File: config.mk
export PLATFORM = sky130hd
export DESIGN_NAME = branch_resolve_stage
export DESIGN_NICKNAME = d
export VERILOG_FILES = /design/src/rtl/branch_resolve_stage.sv
export SDC_FILE = /design/constraint.sdc
export NUM_CORES = 1
export LEC_CHECK = 0
export CORE_MARGIN = 2
export CORE_UTILIZATION = 52
export CTS_CLUSTER_SIZE = 8
export DETAILED_ROUTE_END_ITERATION = 6
export GPL_TIMING_DRIVEN = 0
export PLACE_DENSITY_LB_ADDON = 0.3
export SLEW_MARGIN = 30
export SYNTH_ARGS = -nofsm -noshare
export SYNTH_HDL_FRONTEND = slang
export SYNTH_SLANG_ARGS = --single-unit
File: constraint.sdc
create_clock -name clk -period 3 [get_ports clk]
set_input_delay 0.3 -clock clk [delete_from_list [all_inputs] [get_ports clk]]
set_output_delay 0.3 -clock clk [all_outputs]
set_load 0.02 [all_outputs]
File: src/rtl/branch_resolve_stage.sv
// Branch resolve stage: rebuilds the B-type offset from the split instruction
// fields, evaluates the branch condition, and hands one registered result per
// branch downstream through a two-entry (main + skid) output buffer.
//
// Handshake: a transfer happens on a rising edge where valid && ready are both
// high. The producer holds valid and payload stable until that edge. in_ready
// is a register output; it is high whenever the skid entry is empty. out_valid
// and the payload outputs come straight from the main register. They hold
// steady while out_valid && !out_ready.
module branch_resolve_stage #(
    parameter int XLEN  = 32,
    parameter int CNT_W = 32
) (
    input  logic             clk,
    input  logic             rst_n,
    input  logic             flush,
    input  logic             in_valid,
    output logic             in_ready,
    input  logic [6:0]       imm_b_msb,
    input  logic [4:0]       imm_b_lsb,
    input  logic [2:0]       funct3,
    input  logic [XLEN-1:0]  pc,
    input  logic [XLEN-1:0]  rs1_data,
    input  logic [XLEN-1:0]  rs2_data,
    output logic             out_valid,
    input  logic             out_ready,
    output logic             taken,
    output logic [XLEN-1:0]  target,
    output logic [XLEN-1:0]  next_pc,
    output logic             misaligned,
    output logic             illegal,
    output logic [CNT_W-1:0] taken_cnt
);

    typedef struct packed {
        logic            taken;
        logic [XLEN-1:0] target;
        logic [XLEN-1:0] next_pc;
        logic            misaligned;
        logic            illegal;
    } res_t;

    logic [XLEN-1:0] w_imm;
    logic [XLEN-1:0] w_target;
    logic [XLEN-1:0] w_pc4;
    logic            w_eq;
    logic            w_lt;
    logic            w_ltu;
    logic            w_cond;
    logic            w_illegal;
    res_t            w_new;
    logic            w_in_hs;
    logic            w_out_hs;

    res_t            r_main;
    res_t            r_skid;
    logic            r_main_valid;
    logic            r_skid_valid;
    logic            r_in_ready;
    logic [CNT_W-1:0] r_cnt;

    // Offset bit order is {imm[12], imm[11], imm[10:5], imm[4:1], 0}, sign-extended.
    assign w_imm    = {{(XLEN-13){imm_b_msb[6]}}, imm_b_msb[6], imm_b_lsb[0],
                       imm_b_msb[5:0], imm_b_lsb[4:1], 1'b0};
    assign w_target = pc + w_imm;
    assign w_pc4    = pc + {{(XLEN-3){1'b0}}, 3'd4};

    assign w_eq  = (rs1_data == rs2_data);
    assign w_lt  = ($signed(rs1_data) < $signed(rs2_data));
    assign w_ltu = (rs1_data < rs2_data);

    // Branch condition select; the two reserved encodings never take.
    always_comb begin
        w_cond    = 1'b0;
        w_illegal = 1'b0;
        case (funct3)
            3'b000:  w_cond = w_eq;
            3'b001:  w_cond = !w_eq;
            3'b100:  w_cond = w_lt;
            3'b101:  w_cond = !w_lt;
            3'b110:  w_cond = w_ltu;
            3'b111:  w_cond = !w_ltu;
            default: w_illegal = 1'b1;
        endcase
    end

    assign w_new.taken      = w_cond;
    assign w_new.target     = w_target;
    assign w_new.next_pc    = w_cond ? w_target : w_pc4;
    assign w_new.misaligned = w_cond && w_target[1];
    assign w_new.illegal    = w_illegal;

    assign w_in_hs  = in_valid && r_in_ready;
    assign w_out_hs = r_main_valid && out_ready;

    // Main/skid buffer update, taken counter, and registered in_ready.
    always_ff @(posedge clk) begin
        if (!rst_n) begin
            r_main       <= '0;
            r_skid       <= '0;
            r_main_valid <= 1'b0;
            r_skid_valid <= 1'b0;
            r_in_ready   <= 1'b1;
            r_cnt        <= '0;
        end else begin
            if (w_out_hs && r_main.taken) begin
                r_cnt <= r_cnt + {{(CNT_W-1){1'b0}}, 1'b1};
            end
            if (flush) begin
                r_main_valid <= 1'b0;
                r_skid_valid <= 1'b0;
                r_in_ready   <= 1'b1;
            end else if (!r_main_valid) begin
                // Skid is always empty when main is empty.
                if (w_in_hs) begin
                    r_main       <= w_new;
                    r_main_valid <= 1'b1;
                end
            end else if (w_out_hs) begin
                if (r_skid_valid) begin
                    // in_ready was low, so no new input can arrive this edge.
                    r_main       <= r_skid;
                    r_skid_valid <= 1'b0;
                    r_in_ready   <= 1'b1;
                end else if (w_in_hs) begin
                    r_main <= w_new;
                end else begin
                    r_main_valid <= 1'b0;
                end
            end else if (w_in_hs) begin
                r_skid       <= w_new;
                r_skid_valid <= 1'b1;
                r_in_ready   <= 1'b0;
            end
        end
    end

    assign in_ready   = r_in_ready;
    assign out_valid  = r_main_valid;
    assign taken      = r_main.taken;
    assign target     = r_main.target;
    assign next_pc    = r_main.next_pc;
    assign misaligned = r_main.misaligned;
    assign illegal    = r_main.illegal;
    assign taken_cnt  = r_cnt;

endmodule
==> impl_results.md, run 1 <==
- Status: finished, final reports clean
- GR Overflow Total: 0
- Leakage: 5.159 nW
- Synth Area per Inst: 8.345 um2
- Synthesized netlist cell count: 1199
- Vias: 10330
- EDFF count, synth: 0
- Dpl ws: -1.074 ns
- WHS Endpoint: r_skid[25]
- Initial core utilization: 0.5331
- Layout cells sized above 1: 0.07565
- Reg2Reg Setup Slack: 0.06 ns
- Number of library cell types mapped by synthesis: 67
- Clock root buffer: clkbuf_16
- Post-synth design cell area: 10010 um2
- Final instance area: 13330 um2
- CP startpoint: pc[1]
- Peak VDD IR: 0.4690 mV
- Die area: 20370 um2
- Synth warn: 0
- Number of global-route vias before repair: 9479
- Final hold vios: 0
- IO buf count: 216
- Yosys top cell by area: dfxtp_1
- # fillers: 1509
- DRC violations left: 0
- Fin crit period: 2.994 ns
- Dpl cells: 1649
- Detailed placement HPWL: 23960 um
- Drt pass-1 iters: 6
- Most numerous cell in the Yosys netlist: dfxtp_1
- Cells on worst reg2reg path: 7
- Hold buffer count at CTS: 0
- Total GRT Usage: 0.3062
- Ys flop type: dfxtp_1
- Clock Path Buffers: 2
- Final WS setup: 0.005856 ns
- Final wirelength: 31940 um
- Drt wl/cell: 18.92 um
- Antenna Nets Post-Route: 0
- Worst Min Path Start: r_skid[25]
- I/O pin count: 217
- Setup Skew: 0.007753 ns
- Critical path data arrival time: 3.29 ns
- Initial DRC Count: 926
- Max-slew violations: 0
- Antenna violations before repair: 0
- RSZ-0062 raised after global routing: yes
- Crit Reg-Reg Endpoint: next_pc[11]
- CP Max Fanout: 3
- Setup CP Type: in -> reg
- TritonCTS Buffers: 17
- Register area: 3363 um2
- Post-Layout Cell Count: 1688
- Clock-pin slew on the worst setup and hold paths: 0.06 ns
- WHS Path Cells: 2
- Final period util: 0.9980
- Pwr/cell area: 476.3 nW/um2
- Gpl congestion: 0.9609
- Post-synth ARST share: 0
- Final #Nets: 1622
- Placed Area: 12460 um2
- Yosys top cell area share: 0.3361
- H-tree depth: 4
- Post-route total power: 6.348 mW
- RR Startpoint: out_valid
- Die extent in x: 142.7 um
- Largest cells by area after synthesis: dfxtp_1 34%, ha_1 8.0%, a21oi_1 5.3%
- Clk Latency, worst-skew pair: 0.44 ns
- Synthesized Nets: 1380
- Finish-stage setup viols: 0
- Worst slew pin tran: 0.7202 ns
- Area of the multi-input gates: 6329 um2
- Top post-synthesis cells by count: 168 x dfxtp_1, 113 x nand2_1, 105 x a21oi_1
- Row Count: 50
- Worst Hold Class: reg -> reg
- Worst slew margin: 0.5199
- Sink Count: 168
- First-pass GRT wire length: 49250 um
- Seq/Total Area, Yosys: 0.3361
- Crit end category: register
- Achievable Freq: 0.3340 GHz
- Largest net degree at the start of global routing: 21
- CTS tree: built
- Max-Cap Viols: 0
- Core area: 18770 um2
- Die Y: 142.7 um
- Vias/cell: 6.121
- Diode count: 0
- Yosys reg bits: 168
- Startpoint Class: input port
- Layout area overhead: 33.19%
- Worst Path Required: 3.30 ns
[power breakdown]
group          total (mW)  internal [mW]  switching (mW)
clock network        2.37           1.46           0.914
logic                1.60          0.706           0.895
registers            2.38           2.32          0.0613
total                6.35           4.48            1.87
[layout by cell type, fill, tap and decap left out, drive strengths merged, types with 11 or more instances in the layout]
cell,count
clkdlybuf4s50,213
dfxtp,168
nand2,113
a21oi,113
o21ai,92
clkbuf,80
nand3,64
ha,64
nor2,50
xnor2,50
inv,48
o221ai,41
a21boi,40
and2,30
mux2i,24
o22ai,22
nand4,22
xor2,22
or3,19
and3,15
buf,15
a21o,14
nor3,13
o21a,11
[critical path, stage by stage]
cell             delay, ns
clkdlybuf4s50_1       0.52
ha_2                  0.23
inv_1                 0.06
fa_1                  0.41
nor2b_1               0.17
o211ai_1              0.25
a211o_1               0.44
and2_1                0.19
o21ai_1               0.17
xor2_1                0.08
buf_4                 0.16
mux2i_4               0.19
o21ai_0               0.11
[what timing repair did]
action,in CTS,in global routing
buffers inserted,2,6
pin swaps,3,7
endpoints found under the setup margin,64,65
gates resized for setup,9,32
[layer usage]
layer	share of wire	up-vias	global-route usage
met1	0.42	4874	0.4103
met3	0.094	67	0.06271
met2	0.47	525	0.4985
li1	-	4867	-
met5	0	-	0
met4	0.023	0	0.09171
[final cells by class]
class                   count  share of cell area
well taps                 234             0.02197
inverters                  48             0.01352
clock buffers              21             0.03530
multi-input cells         916              0.4749
plain buffers              66             0.02131
clock inverters            11             0.01277
repair buffers            224              0.1679
flip-flops and latches    168              0.2524
[sequential cells by signal, summed over array words and instances (netlist names)]
name          count
taken_cnt        32
in_ready          1
illegal           1
r_skid_valid      1
next_pc          32
misaligned        1
target           32
taken             1
r_skid           66
out_valid         1
[cell families after synthesis]
family                     Yosys count  synth area share
AOI/OAI and AO/OA                  388            0.2572
and+or+nand+nor                    360            0.1806
DFF                                168            0.3361
buffers and inverters              115           0.04652
xor gates and xnor gates            72           0.06302
adders and majority gates           65           0.08203
muxes                               31           0.03451
[worst max-delay path by stage]
stage | to | slack [ns] | cells past startpoint
after floorplan | next_pc[26] | 0.49 | 12
after global placement | r_skid[33] | -1.09 | 11
after detailed placement | r_skid[33] | -1.07 | 11
after CTS | r_skid[11] | 0.02 | 11
after global routing | r_skid[21] | -0.02 | 12
final | r_skid[23] | 0.006 | 13
[through the flow]
| stage | hold slack [ns] | util | TNS, ns |
|---|---|---|---|
| after floorplan | 0.4001 | - | 0 |
| after global placement | 0.4450 | 0.6639 | -52.61 |
| after detailed placement | 0.4567 | 0.6639 | -56.11 |
| after CTS | 0.4654 | 0.6999 | 0 |
| after global routing | 0.4838 | 0.7101 | -0.04423 |
| final | 0.4631 | 0.7101 | 0 |
(Power assumes the default switching activity.)
==> run 2, diff against run 1 <==
--- a/config.mk
+++ b/config.mk
@@ -9,6 +9,7 @@
 export CORE_UTILIZATION = 52
 export CTS_CLUSTER_SIZE = 8
 export DETAILED_ROUTE_END_ITERATION = 6
+export GPL_ROUTABILITY_DRIVEN = 1
 export GPL_TIMING_DRIVEN = 0
 export PLACE_DENSITY_LB_ADDON = 0.3
 export SLEW_MARGIN = 30
==> constraint.sdc (replaced) <==
create_clock -name clk -period 3.4 [get_ports clk]
set_input_delay 0.34 -clock clk [delete_from_list [all_inputs] [get_ports clk]]
set_output_delay 0.34 -clock clk [all_outputs]
set_load 0.02 [all_outputs]
==> run 2 against run 1 <==
  * Routed wire length fell by 1.2%
  * Non-clock buffer count decreased by 6
  * Clock power down 11%
  * Register-to-register slack improved by 0.35 ns
  * Cell count fell by 0.36%
  * Utilization fell by 1.1 points
  * Cell area is 1.6% lower
  * Total power down 13%
  * Global-route usage hardly changed
  * Sequential power decreased by 12%
==> impl_results.md, run 2 (synthesis gave the netlist of run 1 again) <==
- Antenna Nets Post-Route: 0
- Fin crit period: 3.263 ns
- Initial DRC Count: 899
- Hold buffer count at CTS: 0
- Clock-pin slew on the worst setup and hold paths: 0.06 ns
- Final period util: 0.9597
- Setup Skew: 0.007617 ns
- Vias/cell: 6.105
- Crit path cell chain: clkdlybuf4s50_1, ha_1, a21oi_1, nand2_1, o211ai_1, a21oi_2, o21a_1, or2_1, o211ai_1, a21oi_1
- Worst slew pin tran: 0.7949 ns
- Reg power frac: 0.379
- Drt wl/cell: 18.77 um
- Total GRT Usage: 0.3060
- Final #Nets: 1616
- I/O pin count: 217
- Die area: 20370 um2
- Largest net degree at the start of global routing: 21
- Most common cell after layout, fill and taps aside: clkdlybuf4s50_1
- Diode count: 0
- IO buf count: 216
- DRC violations left: 0
- TritonCTS Buffers: 17
- Final instance area: 13110 um2
- Finish-stage setup viols: 0
- Sink Count: 168
- Drt pass-1 iters: 5
- Delay of the slowest critical-path stage: 0.49 ns
- Detailed placement HPWL: 23960 um
- Gpl congestion: 0.9609
- First-pass GRT wire length: 49220 um
- Worst Hold Class: reg -> reg
- Leakage: 5.118 nW
- Critical path data arrival time: 3.56 ns
- Final hold vios: 0
- Max-slew violations: 0
- Peak VDD IR: 0.4176 mV
- Crit end category: register
- # fillers: 1517
- Net Sw Frac: 0.2937
- Clock Path Buffers: 2
- Clk Latency, worst-skew pair: 0.45 ns
- Layout cells sized above 1: 0.05249
- Max reg flops: 66
- Commonest non-fill, non-tap cells in the layout: 214 x clkdlybuf4s50_1, 168 x dfxtp_1, 113 x nand2_1
- Die extent in x: 142.7 um
- P_int: 3.908 mW
- Area of the multi-input gates: 6185 um2
- Layout area overhead: 31.06%
- Antenna violations before repair: 0
- Worst slew margin: 0.4652
- Pwr/cell area: 421.9 nW/um2
- Core area: 18770 um2
- Psw: 1.625 mW
- Vias: 10270
- Placed Area: 12460 um2
- WHS Path Cells: 2
- H-tree depth: 4
- Most flop-heavy register: r_skid
- Setup tns final: 0 ns
- RSZ-0062 raised after global routing: no
- Max-Cap Viols: 0
- Row Count: 50
- Final wirelength: 31570 um
- Initial core utilization: 0.5331
- Clock root buffer: clkbuf_16
- Register area: 3363 um2
- Die Y: 142.7 um
- Clock power frac: 0.379
- Achievable Freq: 0.3065 GHz
- CP Max Fanout: 5
- Setup CP Type: in -> reg
- Critical path's slowest cell: clkdlybuf4s50_1
- Status: finished, final reports clean
- Worst Path Required: 3.70 ns
- GR Overflow Total: 0
- CTS tree: built
- Number of global-route vias before repair: 9480
- Combinational power share: 0.242
- Startpoint Class: input port
- Cells on worst reg2reg path: 8
## run 2: changes by cell type in the layout (fill, tap and decap cells not counted), moves of 2 or more
| cell | change |
|---|---|
| mux2i_1 | +8 |
| buf_4 | -6 |
| mux2i_2 | -6 |
| a21oi_1 | +5 |
| a21oi_2 | -5 |
| a31oi_1 | +3 |
| a31oi_2 | -2 |
| clkbuf_1 | +2 |
| ha_1 | +2 |
| ha_2 | -2 |
| mux2i_4 | -2 |
| o21ai_0 | +2 |
## run 2: path summary, 6_finish.rpt
| kind | to | slack [ns] | startpoint |
|---|---|---|---|
| max reg2reg | target[3] | 0.41 | out_valid |
| min | r_skid[25] | 0.47 | r_skid[25] |
| max | r_skid[64] | 0.14 | pc[5] |
| min reg2reg | r_skid[25] | 0.47 | r_skid[25] |
## run 2: power by group through the flow
stage                     logic [mW]  clock network (mW)  registers [mW]
after global routing            1.43                2.18            2.10
after detailed placement        1.30                   0            2.14
after global placement          1.28                   0            2.14
after floorplan                0.695                   0            2.20
after CTS                       1.31                2.09            2.10
final                           1.34                2.10            2.10
## run 2: timing repair
| item | CTS | global route |
|---|---|---|
| resized for setup | 2 | 4 |
| hold endpoints to repair | 0 | 0 |
| pin swaps | 0 | 1 |
| setup endpoints to repair | 15 | 11 |
| buffers inserted | 0 | 1 |
## run 2: routing by layer
metal	GRT usage	wire [um]
met1	0.4097	13190
met2	0.4972	14560
met3	0.06338	3051
met4	0.09328	767
met5	0	0
## run 2: critical path, delay by kind of cell
kind	cells	cell delay, ns
fa+ha+maj	1	0.38
simple gates	2	0.48
buf+inv	1	0.49
compound gates	6	1.88
## run 2: layout make-up
type                    instances  share of cell area
flip-flops and latches        168              0.2565
clock buffers                  21             0.03587
clock inverters                11             0.01298
inverters                      48             0.01374
well taps                     234             0.02233
multi-input cells             916              0.4716
plain buffers                  67             0.02175
repair buffers                217              0.1653
## run 2: per-stage QoR
| step | worst slack, ns | util | instances | total power [mW] | hold slack, ns |
|---|---|---|---|---|---|
| 3_5_place_dp | -0.7140 | 0.6639 | 1649 | 3.435 | 0.4567 |
| 4_1_cts | 0.09402 | 0.6984 | 1681 | 5.492 | 0.4654 |
| 5_1_grt | 0.02308 | 0.6987 | 1682 | 5.708 | 0.4838 |
| 2_1_floorplan | 0.8458 | - | 1199 | 2.895 | 0.4367 |
| 3_3_place_gp | -0.7274 | 0.6639 | 1649 | 3.416 | 0.4450 |
| 6_report | 0.1371 | 0.6987 | 1682 | 5.532 | 0.4686 |
